`src/rtl/glb_iact_read_arbiter.sv`:
```
// Round-robin, burst-locked arbiter that shares the GLB iact read port among the
// iact routers and steers each returning data word back to the router that issued it.
module glb_iact_read_arbiter #(
  parameter int DATA_BITWIDTH     = 16,
  parameter int ADDR_BITWIDTH_GLB = 10,
  parameter int NUM_REQ           = 4,
  parameter int BURST_LEN         = 4,
  parameter int READ_LATENCY      = 1
) (
  input  logic                                 clk,
  input  logic                                 reset,
  input  logic [NUM_REQ-1:0]                   req_i,
  input  logic [NUM_REQ*ADDR_BITWIDTH_GLB-1:0] addr_i,
  output logic [NUM_REQ-1:0]                   grant_o,
  output logic [ADDR_BITWIDTH_GLB-1:0]         glb_addr_o,
  output logic                                 glb_req_o,
  input  logic [DATA_BITWIDTH-1:0]             glb_data_i,
  output logic [DATA_BITWIDTH-1:0]             data_o,
  output logic [NUM_REQ-1:0]                   valid_o,
  output logic                                 busy_o
);

  localparam int IDX_W = $clog2(NUM_REQ);
  localparam int CNT_W = (BURST_LEN > 1) ? $clog2(BURST_LEN) : 1;
  localparam logic [IDX_W-1:0] LAST_IDX = IDX_W'(NUM_REQ - 1);
  localparam logic [CNT_W-1:0] LAST_CNT = CNT_W'(BURST_LEN - 1);
  localparam logic [IDX_W:0]   NUM_EXT  = (IDX_W+1)'(NUM_REQ);

  typedef enum logic {
    IDLE  = 1'b0,
    BURST = 1'b1
  } state_t;

  state_t                 state_r;
  logic                   rearb_r;
  logic [IDX_W-1:0]       owner_r;
  logic [IDX_W-1:0]       rr_ptr_r;
  logic [CNT_W-1:0]       cnt_r;
  logic [ADDR_BITWIDTH_GLB-1:0] addr_hold_r;
  logic [READ_LATENCY-1:0] pipe_vld_r;
  logic [IDX_W-1:0]       pipe_tag_r [READ_LATENCY];

  logic                   arb_s;
  logic                   any_req_s;
  logic [IDX_W-1:0]       winner_s;
  logic [IDX_W-1:0]       cur_owner_s;
  logic [CNT_W-1:0]       cur_cnt_s;
  logic                   issue_s;
  logic                   burst_end_s;
  logic [IDX_W-1:0]       next_ptr_s;
  logic [ADDR_BITWIDTH_GLB-1:0] addr_sel_s;

  // Round-robin search: walk offsets downward so the smallest offset from rr_ptr wins.
  always_comb begin
    winner_s = '0;
    for (int i = NUM_REQ - 1; i >= 0; i--) begin
      logic [IDX_W:0] cand;
      cand = {1'b0, rr_ptr_r} + (IDX_W+1)'(i);
      cand = (cand >= NUM_EXT) ? (cand - NUM_EXT) : cand;
      winner_s = req_i[cand[IDX_W-1:0]] ? cand[IDX_W-1:0] : winner_s;
    end
  end

  // Current issuer and burst bookkeeping; arb_s covers IDLE and the re-arbitration cycle.
  always_comb begin
    arb_s       = (state_r == IDLE) || rearb_r;
    any_req_s   = |req_i;
    cur_owner_s = arb_s ? winner_s : owner_r;
    cur_cnt_s   = arb_s ? '0 : cnt_r;
    issue_s     = reset && req_i[cur_owner_s];
    burst_end_s = (!arb_s && !req_i[owner_r]) || (issue_s && (cur_cnt_s == LAST_CNT));
    next_ptr_s  = (cur_owner_s == LAST_IDX) ? '0 : (cur_owner_s + IDX_W'(1));
    addr_sel_s  = addr_i[int'(cur_owner_s) * ADDR_BITWIDTH_GLB +: ADDR_BITWIDTH_GLB];
  end

  // Port-facing issue and return outputs.
  always_comb begin
    grant_o    = '0;
    glb_addr_o = addr_hold_r;
    glb_req_o  = issue_s;
    if (issue_s) begin
      grant_o[cur_owner_s] = 1'b1;
      glb_addr_o           = addr_sel_s;
    end else begin
      grant_o    = '0;
      glb_addr_o = addr_hold_r;
    end
    valid_o = '0;
    if (pipe_vld_r[READ_LATENCY-1]) begin
      valid_o[pipe_tag_r[READ_LATENCY-1]] = 1'b1;
    end else begin
      valid_o = '0;
    end
    data_o = reset ? glb_data_i : '0;
    busy_o = (state_r == BURST) || (|pipe_vld_r);
  end

  // Burst ownership FSM: owner, round-robin pointer and read count.
  always_ff @(posedge clk or negedge reset) begin
    if (!reset) begin
      state_r  <= IDLE;
      rearb_r  <= 1'b0;
      owner_r  <= '0;
      rr_ptr_r <= '0;
      cnt_r    <= '0;
    end else if (burst_end_s) begin
      rr_ptr_r <= next_ptr_s;
      cnt_r    <= '0;
      rearb_r  <= any_req_s;
      state_r  <= any_req_s ? BURST : IDLE;
    end else if (issue_s) begin
      state_r  <= BURST;
      rearb_r  <= 1'b0;
      owner_r  <= cur_owner_s;
      cnt_r    <= cur_cnt_s + CNT_W'(1);
    end else begin
      state_r  <= IDLE;
      rearb_r  <= 1'b0;
    end
  end

  // Return-tag pipeline; a bubble is shifted in on cycles without an issue.
  always_ff @(posedge clk or negedge reset) begin
    if (!reset) begin
      pipe_vld_r <= '0;
      for (int i = 0; i < READ_LATENCY; i++) begin
        pipe_tag_r[i] <= '0;
      end
    end else begin
      pipe_vld_r[0] <= issue_s;
      pipe_tag_r[0] <= cur_owner_s;
      for (int i = 1; i < READ_LATENCY; i++) begin
        pipe_vld_r[i] <= pipe_vld_r[i-1];
        pipe_tag_r[i] <= pipe_tag_r[i-1];
      end
    end
  end

  // Last issued address, held on the GLB port between reads.
  always_ff @(posedge clk or negedge reset) begin
    if (!reset) begin
      addr_hold_r <= '0;
    end else if (issue_s) begin
      addr_hold_r <= addr_sel_s;
    end else begin
      addr_hold_r <= addr_hold_r;
    end
  end

endmodule

```
`config.mk`:
```
export PLATFORM = sky130hd
export DESIGN_NAME = glb_iact_read_arbiter
export DESIGN_NICKNAME = d
export VERILOG_FILES = /design/src/rtl/glb_iact_read_arbiter.sv
export SDC_FILE = /design/constraint.sdc
export NUM_CORES = 1
export LEC_CHECK = 0
export ABC_AREA = 1
export CORE_ASPECT_RATIO = 0.9
export CORE_MARGIN = 2
export CORE_UTILIZATION = 38
export CTS_CLUSTER_DIAMETER = 60
export CTS_CLUSTER_SIZE = 16
export DETAILED_ROUTE_END_ITERATION = 10
export PLACE_DENSITY = 0.89
export SLEW_MARGIN = 20
export SYNTH_ARGS = -nofsm -noshare
export SYNTH_HDL_FRONTEND = slang
export SYNTH_SLANG_ARGS = --single-unit
```
`constraint.sdc`:
```
create_clock -name clk -period 3 [get_ports clk]
set_input_delay 0.6 -clock clk [delete_from_list [all_inputs] [get_ports clk]]
set_output_delay 0.6 -clock clk [all_outputs]
set_load 0.005 [all_outputs]
```
==> metrics.txt, run 1 <==
initial antenna violation count=0; Rel. slew slack=74.7%; synthesized area per cell=6.33 sq um; Worst Path Buf+Inv=6; Mapped Cells=265; synthesis-stage register bit count=21; area post-placement=2890 sq um; mapped cell area=1680 sq um; worst hold slack=0.176 ns; Worst-Skew Late Latency=0.27 ns; GR Overflow Total=0; CP delay by family, top=simple AND/OR/NAND/NOR gates; area growth from synthesis to layout=95.3%; synth top area cells=dfrtp_1 31%, nand2_1 17%, inv_1 8.7%; final setup skew=0.0129 ns; register area share after synthesis=31.3%; CP startpoint kind=flip-flop; Vias=2442; TritonCTS clock tree=built; Netlist cell types=26; gpl congestion=0.992; ant diodes=0; Initial Util=40.3%; H-tree depth=1; Die Y-Extent=67.0 microns; Final HPWL DP=4520 microns; Worst Hold Class=in2async; most frequently used flop master after synthesis=dfrtp_1; Avg Vias per Cell=5.24; Final Hold Vio Count=0; GRT Total Usage=28.6%; post-route clock period utilization=104%; Worst EP required=2.40 ns; minimum clock period=3.11 ns; Power Density=1050 nW/um^2; Die W=74.0 microns; Slew Limit Fails=0; first-pass GRT wire length=10800 microns; Largest stage delay, worst path=0.46 ns; Post-synth EDFFs=0; Worst path slowest cell=dfrtp_2; Max Root-Sink Buffers=2; outcome=finished with violations; Leak Pwr=1.67 nW; TritonCTS Buffers=3; Syn Nets=332; # IOs=98; Die ar.=4960 sq um; largest net degree at the start of global routing=34; failing checks=setup timing; Worst IR Drop VDD=0.652 mV; maxcap violations=0; setup slack after layout=-0.110 ns; clock sink count=21; Tightest Pin Transition=0.379 ns; Max Fclk=322 MHz; IO buf count=97; crit-path cells=buf_6, o21ai_4, nand2_1, nand2_1, inv_2, nand2_2, nand2_2, nand3_4, nand2_8, nand2_4, nand3_4, nand3_4, clkinv_4, buf_6, buf_6, nand2_2, nand2_2, buf_6; cell type with the largest total area after synthesis=dfrtp_1; Yosys warnings=0; Final setup viols=14; Final Util=78.8%; top cell type's share of synthesized area=31.3%; Final Instance Area=3270 sq um; Crit Path Max Fanout=5; root buf cell=clkbuf_8; CP endpoint kind=output pin; floorplan core area=4160 sq um; ANT nets after route=0; number of core rows=22; Layout Nets=474; number of global-route vias before repair=2328; RSZ-0062 raised after global routing=true; async set or reset register ratio after synthesis=100%; layout cell share with drive strength beyond 1=31.0%; drt pass-1 iters=4; setup TNS=-0.779 ns; detailed router's first-iteration violation count=140; # DRC=0; kind of critical path=reg2out; WL final=7370 microns; clk slew on worst S/H paths=0.08 ns; average wire per standard cell=15.8 microns; WP data arrival=2.51 ns
-- final cells by class --
cell class	count	area [sq um]
well taps	60	75.1
flip-flops and latches	21	528
inverters	43	169
multi-input cells	191	1100
repair buffers	147	1350
clock buffers	4	45.0
fillers	274	882
-- routing by layer --
metal | global-route usage [%] | vias up | wire, microns
met2 | 52.0 | 117 | 3910
met1 | 32.3 | 1154 | 2640
li1 | - | 1122 | -
met4 | 13.2 | 0 | 478
met3 | 4.69 | 49 | 344
met5 | 0 | - | 0
-- flip-flops by register name, summed over array words and instances, names as in the netlist --
name and count:
pipe_vld_r 1, cnt_r 2, rr_ptr_r 2, owner_r 2, rearb_r 1, addr_hold_r 10
pipe_tag_r 2, state_r 1
-- stage by stage --
stage | power (mW) | std cells | worst slack [ns]
after floorplan | 1.54 | 265 | 0.559
after global routing | 3.64 | 466 | -0.209
after CTS | 2.97 | 461 | -0.0388
after global placement | 2.43 | 439 | -0.622
after detailed placement | 2.49 | 439 | -0.690
final | 3.43 | 466 | -0.110
-- cell usage after synthesis (all sizes together), types with 3 or more instances --
cell,count
clkbuf,3
buf,8
inv,43
nand3,26
nor2,30
o21ai,28
dfrtp,21
nor3,5
o22ai,10
ha,5
nand2,78
a21oi,3
-- power breakdown --
part | switching [mW] | internal (mW) | leakage (nW)
Sequential | 0.0689 | 0.411 | 0.263
Combinational | 1.45 | 1.31 | 1.39
Clock | 0.0950 | 0.0948 | 0.0228
Total | 1.61 | 1.82 | 1.67
-- logic make-up (layout without fill, tap and decap cells) --
family / Yosys count / in the layout / share of synthesized area, %
fa+ha+maj: 5 / 5 / 3.73
flops: 21 / 21 / 31.3
compound gates: 43 / 43 / 14.1
simple gates: 142 / 143 / 37.4
buf+inv: 54 / 194 / 13.4
-- timing repair --
action | 4_1_cts | 5_1_grt
pin swaps | 19 | 17
endpoints found under the hold margin | 0 | 0
cloned | 3 | 0
buffers inserted | 15 | 5
hold buffers | 0 | 0
endpoints found under the setup margin | 15 | 15
resized for setup | 104 | 47
-- cells in the final DEF, fill, tap and decap left out, drive strengths merged, types with 5 or more instances in the layout --
cell type       n
dfrtp          21
clkbuf          8
ha              5
clkdlybuf4s50  77
nand2          79
buf            66
nor2           30
nand3          26
inv            42
o22ai          10
nor3            5
o21ai          28
-- worst paths after layout --
kind / start / to / slack [ns] / cells after the start
max: rr_ptr_r[0]$_DFFE_PN0P_ / glb_addr_o[4] / -0.11 / 18
min: reset / pipe_tag_r[0]$_DFF_PN0_ / 0.18 / 1
max reg2reg: rr_ptr_r[0]$_DFFE_PN0P_ / state_r$_DFF_PN0_ / 0.51 / 17
min reg2reg: addr_hold_r[1]$_DFF_PN0_ / addr_hold_r[1]$_DFF_PN0_ / 0.48 / 2
max in group asynchronous: reset / rr_ptr_r[1]$_DFFE_PN0P_ / 2.17 / 2
min in group clk: addr_hold_r[1]$_DFF_PN0_ / addr_hold_r[1]$_DFF_PN0_ / 0.48 / 2
Power figures use the tool's default switching activity.
==> run 2: changes to the inputs <==
- RECOVER_POWER: not set -> 100
- SETUP_SLACK_MARGIN: not set -> 0.3
- SLEW_MARGIN: 20 -> not set
==> run 2 against run 1 <==
  * The flow still finishes with violations (setup timing)
  * Via count rose by 6.8%
  * Clock power rose by 3%
  * Final cell count rose by 3.4%
  * Setup slack got worse by 0.056 ns
  * First-iteration DRC count rose by 59%
  * Non-clock buffer count rose by 16
  * Clock-buffer cell count did not move
  * Combinational power rose by 26%
  * Largest cell class unchanged
  * Largest power group unchanged
  * Highest routed layer unchanged
==> metrics.txt, run 2 (synthesis gave the netlist of run 1 again) <==
number of core rows=22 (unchanged); detailed router's first-iteration violation count=222 (+59%); Final HPWL DP=4520 microns (unchanged); IO buf count=97 (unchanged); Crit Path Max Fanout=7 (+2); most frequent cells in the layout=77 x clkdlybuf4s50_1, 44 x nand2_1, 44 x buf_4; Worst-Skew Late Latency=0.27 ns (about the same); Final Util=87.1% (+8.3 points); Leak Pwr=1.80 nW (+7.8%); Worst EP required=2.40 ns (about the same); ANT nets after route=0 (unchanged); Die W=74.0 microns (unchanged); sequential cell area=528 sq um (unchanged); Tightest Pin Transition=0.404 ns (+0.0249 ns); area of the multi-input gates=1280 sq um (+16%); Cells after DPL=439 (unchanged); Max Root-Sink Buffers=2 (unchanged); gpl congestion=0.992 (unchanged); kind of critical path=reg2out; GR Overflow Total=0 (unchanged); Final setup viols=14 (unchanged); WP data arrival=2.57 ns (+0.06 ns); Worst IR Drop VDD=0.935 mV (+43%); Die Y-Extent=67.0 microns (unchanged); Power Density=1150 nW/um^2 (+10%); H-tree depth=1 (unchanged); TritonCTS Buffers=3 (unchanged); Final Non-Filler Cells=482 (+3.4%); clock sink count=21 (unchanged); Final Hold Vio Count=0 (unchanged); Layout Nets=490 (+3.4%); ant diodes=0 (unchanged); Worst Hold Class=in2async; outcome=finished with violations; WL final=8800 microns (+19%); Top reg by flops=addr_hold_r; Max Fclk=316 MHz (-1.8%); Initial Util=40.3% (unchanged); final setup skew=0.00717 ns (-0.00569 ns); CTS Hold Bufs=0 (unchanged); post-route clock period utilization=106% (+1.9 points); Die ar.=4960 sq um (unchanged); failing checks=setup timing; Post-Place Worst Slack=-0.690 ns (unchanged); initial antenna violation count=0 (unchanged); GRT Total Usage=32.8% (+4.1 points); floorplan core area=4160 sq um (unchanged); CP startpoint kind=flip-flop; Rel. slew slack=73.0% (-1.7 points); setup slack after layout=-0.167 ns (-0.0564 ns); Avg Vias per Cell=5.41 (+3.3%); minimum clock period=3.17 ns (+0.0564 ns); RSZ-0062 raised after global routing=true; maxcap violations=0 (unchanged); most common cell after layout, fill and taps aside=clkdlybuf4s50_1; drt pass-1 iters=5 (+1); CP endpoint kind=output pin; layout cell share with drive strength beyond 1=41.2% (+10 points); Fill cells=215 (-22%); # IOs=98 (unchanged); largest net degree at the start of global routing=34 (unchanged); Vias=2608 (+6.8%); root buf cell=clkbuf_8; clk slew on worst S/H paths=0.08 ns (about the same); TritonCTS clock tree=built; number of flip-flops in the largest register=10 (unchanged); Worst R2R Path Depth=23 (+6); first-pass GRT wire length=12200 microns (+13%); Slew Limit Fails=0 (unchanged); # DRC=0 (unchanged); area growth from synthesis to layout=116%; average wire per standard cell=18.3 microns (+15%); number of global-route vias before repair=2588 (+11%)
-- run 2: changes by cell type in the layout (fill, tap and decap cells not counted), moves of 6 or more --
cell     delta
nand2_1    -16
buf_4      +10
o21ai_0     -6
nand2_2    +13
buf_6       +8
-- run 2: critical path, cell delays in order, from the launching register on --
cell,delay (ns)
dfrtp_2,0.49
inv_2,0.12
nand3_2,0.06
and2_4,0.18
nand3_4,0.11
nand2_2,0.08
nand2_2,0.08
nand3_4,0.13
buf_4,0.20
nand2_4,0.09
buf_6,0.13
o21ai_1,0.06
o22ai_1,0.24
nand2_1,0.11
nand2_2,0.09
buf_2,0.11
-- run 2: timing repair --
item / in CTS / in global routing
endpoints found under the hold margin: 0 / 0
buffers inserted: 32 / 4
resized for setup: 164 / 52
endpoints found under the setup margin: 15 / 17
gates cloned: 3 / 0
pin swaps: 33 / 26
-- run 2: area by class of cell --
class | count | share of cell area (%)
inverter | 43 | 4.73
multi-input combinational | 191 | 35.5
timing repair buffer | 163 | 41.9
tap | 60 | 2.07
clock buffer | 4 | 1.24
sequential | 21 | 14.6
-- run 2: worst paths after layout --
check                                              start                       end  slack [ns]
max in group asynchronous                          reset   rr_ptr_r[1]$_DFFE_PN0P_        2.14
worst max-delay path             rr_ptr_r[1]$_DFFE_PN0P_             glb_addr_o[8]       -0.17
min in group clk                addr_hold_r[8]$_DFF_PN0_  addr_hold_r[8]$_DFF_PN0_        0.48
worst min register to register  addr_hold_r[8]$_DFF_PN0_  addr_hold_r[8]$_DFF_PN0_        0.48
worst max register to register   rr_ptr_r[0]$_DFFE_PN0P_  addr_hold_r[2]$_DFF_PN0_       -0.02
worst min-delay path                               reset   pipe_tag_r[0]$_DFF_PN0_        0.18
-- run 2: layer usage --
metal / share of wire (%) / global-route usage, % / vias to the layer above
met5: 0 / 0 / -
met4: 8.3 / 20.9 / 0
met3: 6.3 / 6.35 / 83
met2: 51 / 60.5 / 170
met1: 34 / 33.2 / 1195
li1: - / - / 1160
-- run 2: power by group --
group | total [mW] | internal (mW) | switching (mW)
clock | 0.195 | 0.0951 | 0.100
combinational | 3.49 | 1.69 | 1.79
sequential | 0.494 | 0.412 | 0.0827
total | 4.18 | 2.20 | 1.98
-- run 2: through the flow --
step                      TNS, ns  power (mW)  hold WS (ns)  instance area (sq um)
after global routing        -2.23        4.38         0.183                   3620
after detailed placement    -9.50        2.49         0.462                   2890
final                       -1.15        4.18         0.182                   3620
after floorplan                 0        1.54         0.304                   1680
after CTS                       0        3.46         0.180                   3380
after global placement      -8.11        2.43         0.457                   2890
